`config.mk`:
```
export PLATFORM = sky130hd
export DESIGN_NAME = pool_out_writer
export DESIGN_NICKNAME = d
export VERILOG_FILES = /design/src/rtl/pool_out_writer_pkg.sv /design/src/rtl/pool_out_writer_gb_wr_reg.sv /design/src/rtl/pool_out_writer.sv
export SDC_FILE = /design/constraint.sdc
export NUM_CORES = 2
export LEC_CHECK = 0
export CAP_MARGIN = 20
export CORE_MARGIN = 2
export CORE_UTILIZATION = 57
export CTS_BUF_LIST = sky130_fd_sc_hd__clkbuf_8 sky130_fd_sc_hd__clkbuf_16
export CTS_CLUSTER_SIZE = 28
export DETAILED_ROUTE_END_ITERATION = 10
export DONT_BUFFER_PORTS = 1
export PLACE_DENSITY_LB_ADDON = 0.2
export SLEW_MARGIN = 10
export SYNTH_ARGS = -nofsm -noshare
export SYNTH_HDL_FRONTEND = slang
export SYNTH_SLANG_ARGS = --single-unit
```
`constraint.sdc`:
```
create_clock -name clk -period 3.1 [get_ports clk]
set_clock_uncertainty 0.05 [all_clocks]
set_input_delay 0.62 -clock clk [delete_from_list [all_inputs] [get_ports clk]]
set_output_delay 0.62 -clock clk [all_outputs]
set_load 0.02 [all_outputs]
```
`src/rtl/pool_out_writer_pkg.sv`:
```
// Shared definitions for the pooled-output GB writer: default widths,
// FSM state encoding and small elaboration-time helpers.
package pool_out_writer_pkg;

    localparam int DEF_DATA_WIDTH = 8;
    localparam int DEF_NUM_PE     = 16;
    localparam int DEF_GB_WIDTH   = 512;
    localparam int DEF_ADDR_WIDTH = 12;
    localparam int DEF_ROW_WIDTH  = 16;

    // Frame sequencing states; encodings are fixed so debug taps stay stable.
    typedef enum logic [1:0] {
        ST_IDLE  = 2'd0,
        ST_RUN   = 2'd1,
        ST_FLUSH = 2'd2,
        ST_DONE  = 2'd3
    } wr_state_e;

    // Number of pooled rows that fit into one GB word.
    function automatic int calc_pack(input int gb_width, input int num_pe, input int data_width);
        return gb_width / (num_pe * data_width);
    endfunction

    // Counter width able to index n items, never narrower than one bit.
    function automatic int cnt_width(input int n);
        return (n > 1) ? $clog2(n) : 1;
    endfunction

endpackage

```
`src/rtl/pool_out_writer_gb_wr_reg.sv`:
```
// Output register slice towards the global buffer. Holds one write word and
// its address; loads a new word, holds it under back-pressure, drains it on
// handshake.
//
// Handshake: a word transfers on any cycle where out_val && out_rdy are both 1
// at the rising clock edge. While out_val=1 and out_rdy=0, out_dat/out_addr
// are frozen. can_load tells the producer the slot is empty or draining this
// cycle, so a load and a drain may happen on the same edge.
module gb_wr_reg
    import pool_out_writer_pkg::*;
#(
    parameter int DAT_W  = DEF_GB_WIDTH,
    parameter int ADDR_W = DEF_ADDR_WIDTH
) (
    input  logic              clk,
    input  logic              reset,
    input  logic              load,
    input  logic [DAT_W-1:0]  load_dat,
    input  logic [ADDR_W-1:0] load_addr,
    input  logic              out_rdy,
    output logic              can_load,
    output logic              out_val,
    output logic [DAT_W-1:0]  out_dat,
    output logic [ADDR_W-1:0] out_addr
);

    logic              val_q,  val_d;
    logic [DAT_W-1:0]  dat_q,  dat_d;
    logic [ADDR_W-1:0] addr_q, addr_d;

    // Slot is free when empty or when the held word leaves this cycle.
    assign can_load = !val_q || out_rdy;

    // Next-state of the slice: load wins, otherwise drain clears valid.
    always_comb begin
        val_d  = val_q;
        dat_d  = dat_q;
        addr_d = addr_q;
        if (load) begin
            val_d  = 1'b1;
            dat_d  = load_dat;
            addr_d = load_addr;
        end else if (val_q && out_rdy) begin
            val_d  = 1'b0;
        end
    end

    // Register the slot contents; reset empties it and zeroes the outputs.
    always_ff @(posedge clk) begin
        if (reset) begin
            val_q  <= 1'b0;
            dat_q  <= '0;
            addr_q <= '0;
        end else begin
            val_q  <= val_d;
            dat_q  <= dat_d;
            addr_q <= addr_d;
        end
    end

    assign out_val  = val_q;
    assign out_dat  = dat_q;
    assign out_addr = addr_q;

endmodule

```
`src/rtl/pool_out_writer.sv`:
```
// Pooled-output writer: accepts pooled rows, applies optional ReLU, packs
// PACK rows per GB word and writes them to consecutive GB addresses starting
// at the frame base. Signals frame completion with a one-cycle Done pulse.
//
// Handshakes: a row transfers when POOLOUT_Val && POOLOUT_Rdy at the rising
// edge; a GB write transfers when OUTGB_Val && GBOUT_Rdy at the rising edge.
// POOLOUT_Rdy is only raised in RUN when the output slot can take a word.
module pool_out_writer
    import pool_out_writer_pkg::*;
#(
    parameter int DATA_WIDTH = DEF_DATA_WIDTH,
    parameter int NUM_PE     = DEF_NUM_PE,
    parameter int GB_WIDTH   = DEF_GB_WIDTH,
    parameter int ADDR_WIDTH = DEF_ADDR_WIDTH,
    parameter int ROW_WIDTH  = DEF_ROW_WIDTH
) (
    input  logic                         clk,
    input  logic                         reset,
    input  logic                         CFG_Start,
    input  logic [ADDR_WIDTH-1:0]        CFG_BaseAddr,
    input  logic [ROW_WIDTH-1:0]         CFG_NumRow,
    input  logic                         CFG_Relu,
    input  logic [NUM_PE*DATA_WIDTH-1:0] POOLOUT_Dat,
    input  logic                         POOLOUT_Val,
    output logic                         POOLOUT_Rdy,
    output logic [GB_WIDTH-1:0]          OUTGB_Dat,
    output logic [ADDR_WIDTH-1:0]        OUTGB_Addr,
    output logic                         OUTGB_Val,
    input  logic                         GBOUT_Rdy,
    output logic                         OUTGB_Busy,
    output logic                         OUTGB_Done,
    output logic [1:0]                   dbg_state
);

    localparam int ROW_W = NUM_PE * DATA_WIDTH;
    localparam int PACK  = calc_pack(GB_WIDTH, NUM_PE, DATA_WIDTH);
    localparam int PCW   = cnt_width(PACK);
    localparam logic [PCW-1:0] PACK_LAST = PCW'(PACK - 1);

    wr_state_e             state_q,    state_d;
    logic [ADDR_WIDTH-1:0] base_q,     base_d;
    logic [ROW_WIDTH-1:0]  num_row_q,  num_row_d;
    logic                  relu_q,     relu_d;
    logic [GB_WIDTH-1:0]   pack_q,     pack_d;
    logic [PCW-1:0]        pack_cnt_q, pack_cnt_d;
    logic [ROW_WIDTH-1:0]  row_cnt_q,  row_cnt_d;
    logic [ADDR_WIDTH-1:0] word_cnt_q, word_cnt_d;
    logic                  done_q,     done_d;

    logic                  can_load;
    logic                  pool_rdy;
    logic                  accept;
    logic                  last_row;
    logic                  word_done;
    logic [ROW_W-1:0]      relu_row;
    logic [GB_WIDTH-1:0]   pack_fill;
    logic [ADDR_WIDTH-1:0] load_addr;

    // Per-element ReLU: negative elements become zero when enabled, no width growth.
    always_comb begin
        relu_row = POOLOUT_Dat;
        for (int e = 0; e < NUM_PE; e++) begin
            if (relu_q && POOLOUT_Dat[e*DATA_WIDTH + DATA_WIDTH - 1]) begin
                relu_row[e*DATA_WIDTH +: DATA_WIDTH] = '0;
            end
        end
    end

    // Row acceptance, lane insertion and word-completion detection.
    always_comb begin
        pool_rdy  = (state_q == ST_RUN) && can_load;
        accept    = POOLOUT_Val && pool_rdy;
        last_row  = (row_cnt_q == (num_row_q - ROW_WIDTH'(1)));
        word_done = accept && ((pack_cnt_q == PACK_LAST) || last_row);
        load_addr = base_q + word_cnt_q;
        pack_fill = pack_q;
        for (int l = 0; l < PACK; l++) begin
            if (PCW'(l) == pack_cnt_q) begin
                pack_fill[l*ROW_W +: ROW_W] = relu_row;
            end
        end
    end

    // Frame sequencing and counter updates.
    always_comb begin
        state_d    = state_q;
        base_d     = base_q;
        num_row_d  = num_row_q;
        relu_d     = relu_q;
        pack_d     = pack_q;
        pack_cnt_d = pack_cnt_q;
        row_cnt_d  = row_cnt_q;
        word_cnt_d = word_cnt_q;
        done_d     = (state_q == ST_DONE);
        case (state_q)
            ST_IDLE: begin
                if (CFG_Start) begin
                    base_d     = CFG_BaseAddr;
                    num_row_d  = CFG_NumRow;
                    relu_d     = CFG_Relu;
                    pack_d     = '0;
                    pack_cnt_d = '0;
                    row_cnt_d  = '0;
                    word_cnt_d = '0;
                    state_d    = (CFG_NumRow == '0) ? ST_DONE : ST_RUN;
                end
            end
            ST_RUN: begin
                if (accept) begin
                    row_cnt_d = row_cnt_q + ROW_WIDTH'(1);
                    if (word_done) begin
                        pack_d     = '0;
                        pack_cnt_d = '0;
                        word_cnt_d = word_cnt_q + ADDR_WIDTH'(1);
                    end else begin
                        pack_d     = pack_fill;
                        pack_cnt_d = pack_cnt_q + PCW'(1);
                    end
                    if (last_row) begin
                        state_d = ST_FLUSH;
                    end
                end
            end
            ST_FLUSH: begin
                if (OUTGB_Val && GBOUT_Rdy) begin
                    state_d = ST_DONE;
                end
            end
            ST_DONE: begin
                state_d = ST_IDLE;
            end
            default: begin
                state_d = ST_IDLE;
            end
        endcase
    end

    // State and datapath registers; reset aborts any frame without a Done pulse.
    always_ff @(posedge clk) begin
        if (reset) begin
            state_q    <= ST_IDLE;
            base_q     <= '0;
            num_row_q  <= '0;
            relu_q     <= 1'b0;
            pack_q     <= '0;
            pack_cnt_q <= '0;
            row_cnt_q  <= '0;
            word_cnt_q <= '0;
            done_q     <= 1'b0;
        end else begin
            state_q    <= state_d;
            base_q     <= base_d;
            num_row_q  <= num_row_d;
            relu_q     <= relu_d;
            pack_q     <= pack_d;
            pack_cnt_q <= pack_cnt_d;
            row_cnt_q  <= row_cnt_d;
            word_cnt_q <= word_cnt_d;
            done_q     <= done_d;
        end
    end

    gb_wr_reg #(
        .DAT_W  (GB_WIDTH),
        .ADDR_W (ADDR_WIDTH)
    ) u_gb_wr_reg (
        .clk       (clk),
        .reset     (reset),
        .load      (word_done),
        .load_dat  (pack_fill),
        .load_addr (load_addr),
        .out_rdy   (GBOUT_Rdy),
        .can_load  (can_load),
        .out_val   (OUTGB_Val),
        .out_dat   (OUTGB_Dat),
        .out_addr  (OUTGB_Addr)
    );

    assign POOLOUT_Rdy = pool_rdy;
    assign OUTGB_Busy  = (state_q != ST_IDLE);
    assign OUTGB_Done  = done_q;
    assign dbg_state   = state_q;

endmodule

```
### Yosys cells after proc, flatten, opt, wreduce, memory -nomap -nowiden

Cells that the tools add are included.

| cells by class | value |
|---|---|
| shift-type cells | 0 |
| multiply operators | 0 |
| reductions and logical operators | 33 |
| equality and inequality tests | 13 |
| bitwise gates (word level) | 0 |
| order comparisons | 0 |
| divide/modulo/power cells | 0 |
| multiplexer cells | 43 |
| add/subtract/negate cells | 5 |

Operators by type and width:

| cell | number |
|---|---|
| 2-to-1 mux 512 bit | 3 |
| one-hot mux 512 bit (2 select lines) | 1 |
| 2-to-1 mux 128 bit | 4 |
| 2-to-1 mux 8 bit | 16 |
| 2-to-1 mux 12 bit | 3 |
| 2-to-1 mux 16 bit | 2 |
| one-hot mux 16 bit (2 select lines) | 1 |
| one-hot mux 12 bit (2 select lines) | 1 |
| logical AND 1 bit | 20 |
| adder 16 x 1 -> 16 bit (second input constant) | 1 |
| equality test 16 bit | 1 |
| zero test 16 bit | 1 |
| 2-to-1 mux 2 bit | 8 |
| subtractor 16 x 1 -> 16 bit (second input constant) | 1 |
| adder 12 x 1 -> 12 bit (second input constant) | 1 |
| adder 12 bit | 1 |
| inequality test 2 bit (second input constant) | 4 |
| one-hot mux 2 bit (4 select lines) | 1 |
| AND reduction 4 bit | 2 |
| equality test 2 bit (second input constant) | 3 |
| nonzero test 2 bit | 3 |
| equality test 2 bit (first input constant) | 2 |
| zero test 2 bit | 2 |
| one-hot mux 2 bit (2 select lines) | 1 |
| other kinds (9) | 11 |

| storage, ports and cells | value |
|---|---|
| bits in registers | 1099 |
| RAM bits | 0 |
| input bits | 162 |
| bits in read-only memories | 0 |
| memories kept | 0 |
| output and inout port bits | 530 |
| latch bits | 0 |
| word-level logic and storage cells | 106 |

### Longest topological paths before layout

| logic depth | value |
|---|---|
| depth after elaboration | 8 |
| gate-level depth with buffers | 14 |
| depth with buffers taken out | 11 |

### Cells and area by module

A second synthesis with hierarchy kept.

| second synthesis, totals | value |
|---|---|
| cells, all modules | 4595 |
| area total of the unflattened synthesis | 45927.8 um^2 |

By module, submodules not included:

| module | instances | cells each | area each (um^2) |
|---|---|---|---|
| pool_out_writer | 1 | 2902 | 27332.5 |
| gb_wr_reg | 1 | 1693 | 18595.3 |

### Worst setup path before layout

OpenSTA, ideal clock, no wires.

| timing | value |
|---|---|
| path kind | register to register |
| start | reg num_row_q[0] |
| end | reg pack_q[100] |
| buffers on the path | 2 |
| setup time | 117 ps |
| path slack | -232 ps |
| arrival | 3165 ps |
| period minus slack after synthesis | 3332 ps |
| stages on the path, launching flop included | 13 |
| cells stage by stage | dfxtp_1 > inv_1 > ha_1 > nor3b_2 > or4bb_1 > mux2_2 > a32o_1 > a2111o_1 > nand4b_1 > nor3_1 > clkbuf_1 > clkbuf_1 > a22o_1 |

| on the way | value |
|---|---|
| word-level cells in the longest chain between the ends | 7 |

RTL lines:

| item | RTL line | RTL |
|---|---|---|
| from (decl) | pool_out_writer.sv:42 | `logic [ROW_WIDTH-1:0] num_row_q, num_row_d;` |
| from (signal assigned) | pool_out_writer.sv:153 | `num_row_q <= num_row_d;` |
| subtractor 16 x 1 -> 16 bit | pool_out_writer.sv:73 | `last_row = (row_cnt_q == (num_row_q - ROW_WIDTH'(1)));` |
| equality test 16 bit | pool_out_writer.sv:73 |  |
| logical OR 1 bit | pool_out_writer.sv:74 | `word_done = accept && ((pack_cnt_q == PACK_LAST) \|\| last_row);` |
| logical AND 1 bit | pool_out_writer.sv:74 |  |
| 2-to-1 mux 512 bit | pool_out_writer.sv:111 | `if (word_done) begin` |
| 2-to-1 mux 512 bit | pool_out_writer.sv:109 | `if (accept) begin` |
| one-hot mux 512 bit (2 select lines) | pool_out_writer.sv:95 | `case (state_q)` |
| to (signal assigned) | pool_out_writer.sv:155 | `pack_q <= pack_d;` |
| to (decl) | pool_out_writer.sv:44 | `logic [GB_WIDTH-1:0] pack_q, pack_d;` |

No other way between the ends. The select of a mux whose other input is x is not followed.
A chain may end at the register's enable or synchronous reset.

==> out/metrics.yaml <==
floorplan.die_area_um2: 78800
fin_crit_sh: 1.35
antenna_violations_before_repair: 7
groute.usage.overall: 0.305
worst_path_max_delay_cell: "sky130_fd_sc_hd__nand4b_1"
critical-path-top-delay-family: "simple AND/OR/NAND/NOR gates"
synth_commonest_cells: "sky130_fd_sc_hd__dfxtp_1, sky130_fd_sc_hd__nor2_1, sky130_fd_sc_hd__mux2i_1, sky130_fd_sc_hd__a22o_1, sky130_fd_sc_hd__clkbuf_1"
finish.net_count: 4297
drive_gt1_frac: 0.164
vias_in_the_first_global_route: 29100
drv_slew: 401
async_flop_share: 0
combinational_family_with_the_most_area_after_synthesis: "compound AO/OA/AOI/OAI gates"
yosysTopAreaCell: "sky130_fd_sc_hd__dfxtp_1"
synthXorXnorAreaFrac: 0.00823
synth_largest_type_area_fraction: 0.504
ctsLongestPathBuffers: 3
finalWorstSetupSlack_ns: -1.09
criticalPathCategory: "input pin to flip-flop"
timing.critical_path.from: "reset"
worstPathArrival_ns: 4.73
drt_iter0_markers: 2709
maxCapViolCount: 0
p_leak_nw: 18.0
clock_pin_slew_worst_setup_and_hold_paths_ns: 0.06
rsz0062_at_grt: "yes"
cp_common_cell: "sky130_fd_sc_hd__buf_4"
maxUsedRoutingLayer: "met5"
max_freq_mhz: 239
ioPinCount: 692
wire_length_of_the_first_global_routing_pass_um: 186000
floorplan.initialDensity: 0.576
synth-adder-area-share: 0.00705
crit_chain: "nand4b_1 > buf_4 > buf_4 > nor3_4 > buf_12 > a22o_1"
cts-buffers-inserted: 110
timing.final.crit_period_ns: 4.19
postSynthNetCount: 4391
dp_cells: 4863
synth_seq_area_share: 0.504
die_h_um: 281
setup_tns_ns: -498.34
routed-wl-met2_um: 62000
synthesis.instances: 4205
wire_per_inst_um: 25.9
power_per_cell_area_nw_per_um2: 715
dpl_worst_slack_ns: -0.266
die_boundary_width_um: 281
regToRegStartpoint: "num_row_q[6]"
synth_compound_area_frac: 0.203
fillers: 5692
rows: 101
crit_end_category: "flip-flop"
crit_fanout: 500
hold_path_class: "input pin to flip-flop"
synth_cell_type_count: 59
finalHoldWorstSlack_ns: 0.0293
synth_enable_flop_cells: 0
finalHoldViolations: 0
required_time_of_the_worst_setup_path_ns: 3.64
post_synthesis_simple_gate_area_fraction: 0.110
worst_pin_slew_ns: 3.73
port_buffer_cells: 0
synth.top_cells.by_area: "sky130_fd_sc_hd__dfxtp_1, sky130_fd_sc_hd__mux2i_1, sky130_fd_sc_hd__a22o_1"
synthesis.area_per_instance_um2: 10.4
num_vias: 32000
tritoncts: "built"
critical_path.n_buffers_inverters: 3
fp.coreArea_um2: 75800
post_dp_area_um2: 44700
maximum_number_of_pins_on_one_net_before_global_route_repair: 565
failed_checks: "max-slew violations, negative setup slack"
dominantRegCellSynth: "sky130_fd_sc_hd__dfxtp_1"
syn-cell-area_um2: 43700
setup-violations-final: 1062
final_antenna_net_count: 0
detail_route.wirelength_um: 134000
area.sequential_um2: 22000
min_from: "CFG_NumRow[6]"
ctsHtreeMaxLevel: 3
area_used_by_multi_input_combinational_logic_um2: 19800
cts_root_buffer: "sky130_fd_sc_hd__clkbuf_16"
avgViaCountPerCell: 6.18
worst_max_slew_margin_expressed_relative_to_the_limit: -1.49
routed_wire_length_on_met3_um: 11000
post_layout_nonfiller_instances: 5181
critical_path_source_type: "input pin"
synth_warnings: 0
drc_violations: 0
drt-pass1-iter-count: 5
clkLatencyLatePin_ns: 0.68
worst_voltage_drop_across_the_vdd_grid_uv: 457
ys_ff_latch: 1099
design_area_um2: 51000
clock_sinks: 1099
area_growth_pct: 16.9
yosysMostFrequentCell: "sky130_fd_sc_hd__dfxtp_1"
detailed_placement_hpwl_um: 80300
worst_path_largest_cell_delay_ns: 1.14
grt_overflow_total: 0
status: "finished, violations left"
synthMuxAreaShare: 0.118
routed_length_on_met1_um: 56000
globalplace.congestion: 0.877
## sequential cells by signal, indices dropped and copies added, names as in the netlist
| signal | flops |
|---|---|
| pack_cnt_q | 2 |
| relu_q | 1 |
| pack_q | 512 |
| row_cnt_q | 16 |
| num_row_q | 16 |
| dbg_state | 2 |
| u_gb_wr_reg.out_val | 1 |
| u_gb_wr_reg.out_dat | 512 |
| OUTGB_Done | 1 |
| base_q | 12 |
| word_cnt_q | 12 |
| u_gb_wr_reg.out_addr | 12 |
## layout by cell type, fill, tap and decap left out, types with 11 or more instances in the layout
| master | synthesis | final |
|---|---|---|
| sky130_fd_sc_hd__inv_1 | 23 | 44 |
| sky130_fd_sc_hd__buf_4 | 56 | 111 |
| sky130_fd_sc_hd__a21oi_1 | 60 | 60 |
| sky130_fd_sc_hd__xor2_1 | 15 | 15 |
| sky130_fd_sc_hd__dlygate4sd3_1 | 0 | 12 |
| sky130_fd_sc_hd__dfxtp_1 | 1099 | 1093 |
| sky130_fd_sc_hd__nor2b_1 | 20 | 20 |
| sky130_fd_sc_hd__buf_12 | 0 | 53 |
| sky130_fd_sc_hd__ha_1 | 23 | 18 |
| sky130_fd_sc_hd__mux2i_1 | 513 | 513 |
| sky130_fd_sc_hd__a211oi_2 | 200 | 225 |
| sky130_fd_sc_hd__clkbuf_8 | 0 | 25 |
| sky130_fd_sc_hd__xnor2_1 | 26 | 26 |
| sky130_fd_sc_hd__clkbuf_16 | 0 | 146 |
| sky130_fd_sc_hd__and2_1 | 246 | 246 |
| sky130_fd_sc_hd__nand3_1 | 13 | 13 |
| sky130_fd_sc_hd__nor2_1 | 556 | 554 |
| sky130_fd_sc_hd__nand4_1 | 11 | 11 |
| sky130_fd_sc_hd__a22o_1 | 384 | 384 |
| sky130_fd_sc_hd__clkinv_2 | 0 | 17 |
| sky130_fd_sc_hd__buf_6 | 2 | 15 |
| sky130_fd_sc_hd__nand2_1 | 118 | 117 |
| sky130_fd_sc_hd__a211oi_1 | 316 | 291 |
| sky130_fd_sc_hd__buf_16 | 0 | 28 |
| sky130_fd_sc_hd__bufinv_16 | 0 | 15 |
## cell type report
class / count / area share
Sequential cell: 1099 / 0.431
Multi-Input combinational cell: 2616 / 0.389
Timing Repair Buffer: 261 / 0.0782
Clock buffer: 136 / 0.0612
Tap cell: 978 / 0.0240
Clock inverter: 65 / 0.0149
Inverter: 23 / 0.00169
Antenna cell: 3 / 0.000147
## worst paths after layout
check             slack, ns           end  cells after the start
setup / recovery      -1.09   pack_q[300]                      6
hold / removal         0.03  num_row_q[6]                      2
setup reg to reg      -0.44   pack_q[300]                     12
hold reg to reg        0.41   pack_q[408]                      1
## cells by family (layout without fill, tap and decap cells)
group | after synthesis | after routing
AO/OA/AOI/OAI | 1004 | 1004
XOR/XNOR | 41 | 41
adder cells (fa/ha/maj) | 24 | 24
buffers and inverters | 491 | 485
flip-flops | 1099 | 1099
multiplexers | 514 | 514
other | 0 | 3
AND/OR/NAND/NOR | 1032 | 1033
## power by group
part	switching, W	internal (W)
Combinational	0.00448	0.00307
Clock	0.00576	0.00837
Sequential	0.000288	0.0145
## what timing repair did
| item | 4_1_cts | 5_1_grt |
|---|---|---|
| resized for setup | 33 | 63 |
| setup endpoints to repair | 1019 | 1044 |
| hold endpoints to repair | 17 | 32 |
| gates cloned | 13 | 46 |
| setup buffers | 16 | 25 |
| hold buffers | 11 | 3 |
| pin swaps | 9 | 23 |
## per-layer routing
metal  up-vias  global-route usage
met5         -                   0
met4         2               0.117
met3       236              0.0823
met2      1171               0.478
met1     15800               0.402
li1      14800                   -
## stage by stage
stage / total power [W] / utilization
after CTS: 0.0358 / 0.651
after detailed placement: 0.0210 / 0.589
after floorplan: 0.0191 / -
final: 0.0365 / 0.673
after global placement: 0.0210 / 0.589
after global routing: 0.0375 / 0.673
Note: power is estimated with default switching activity, not from simulation.
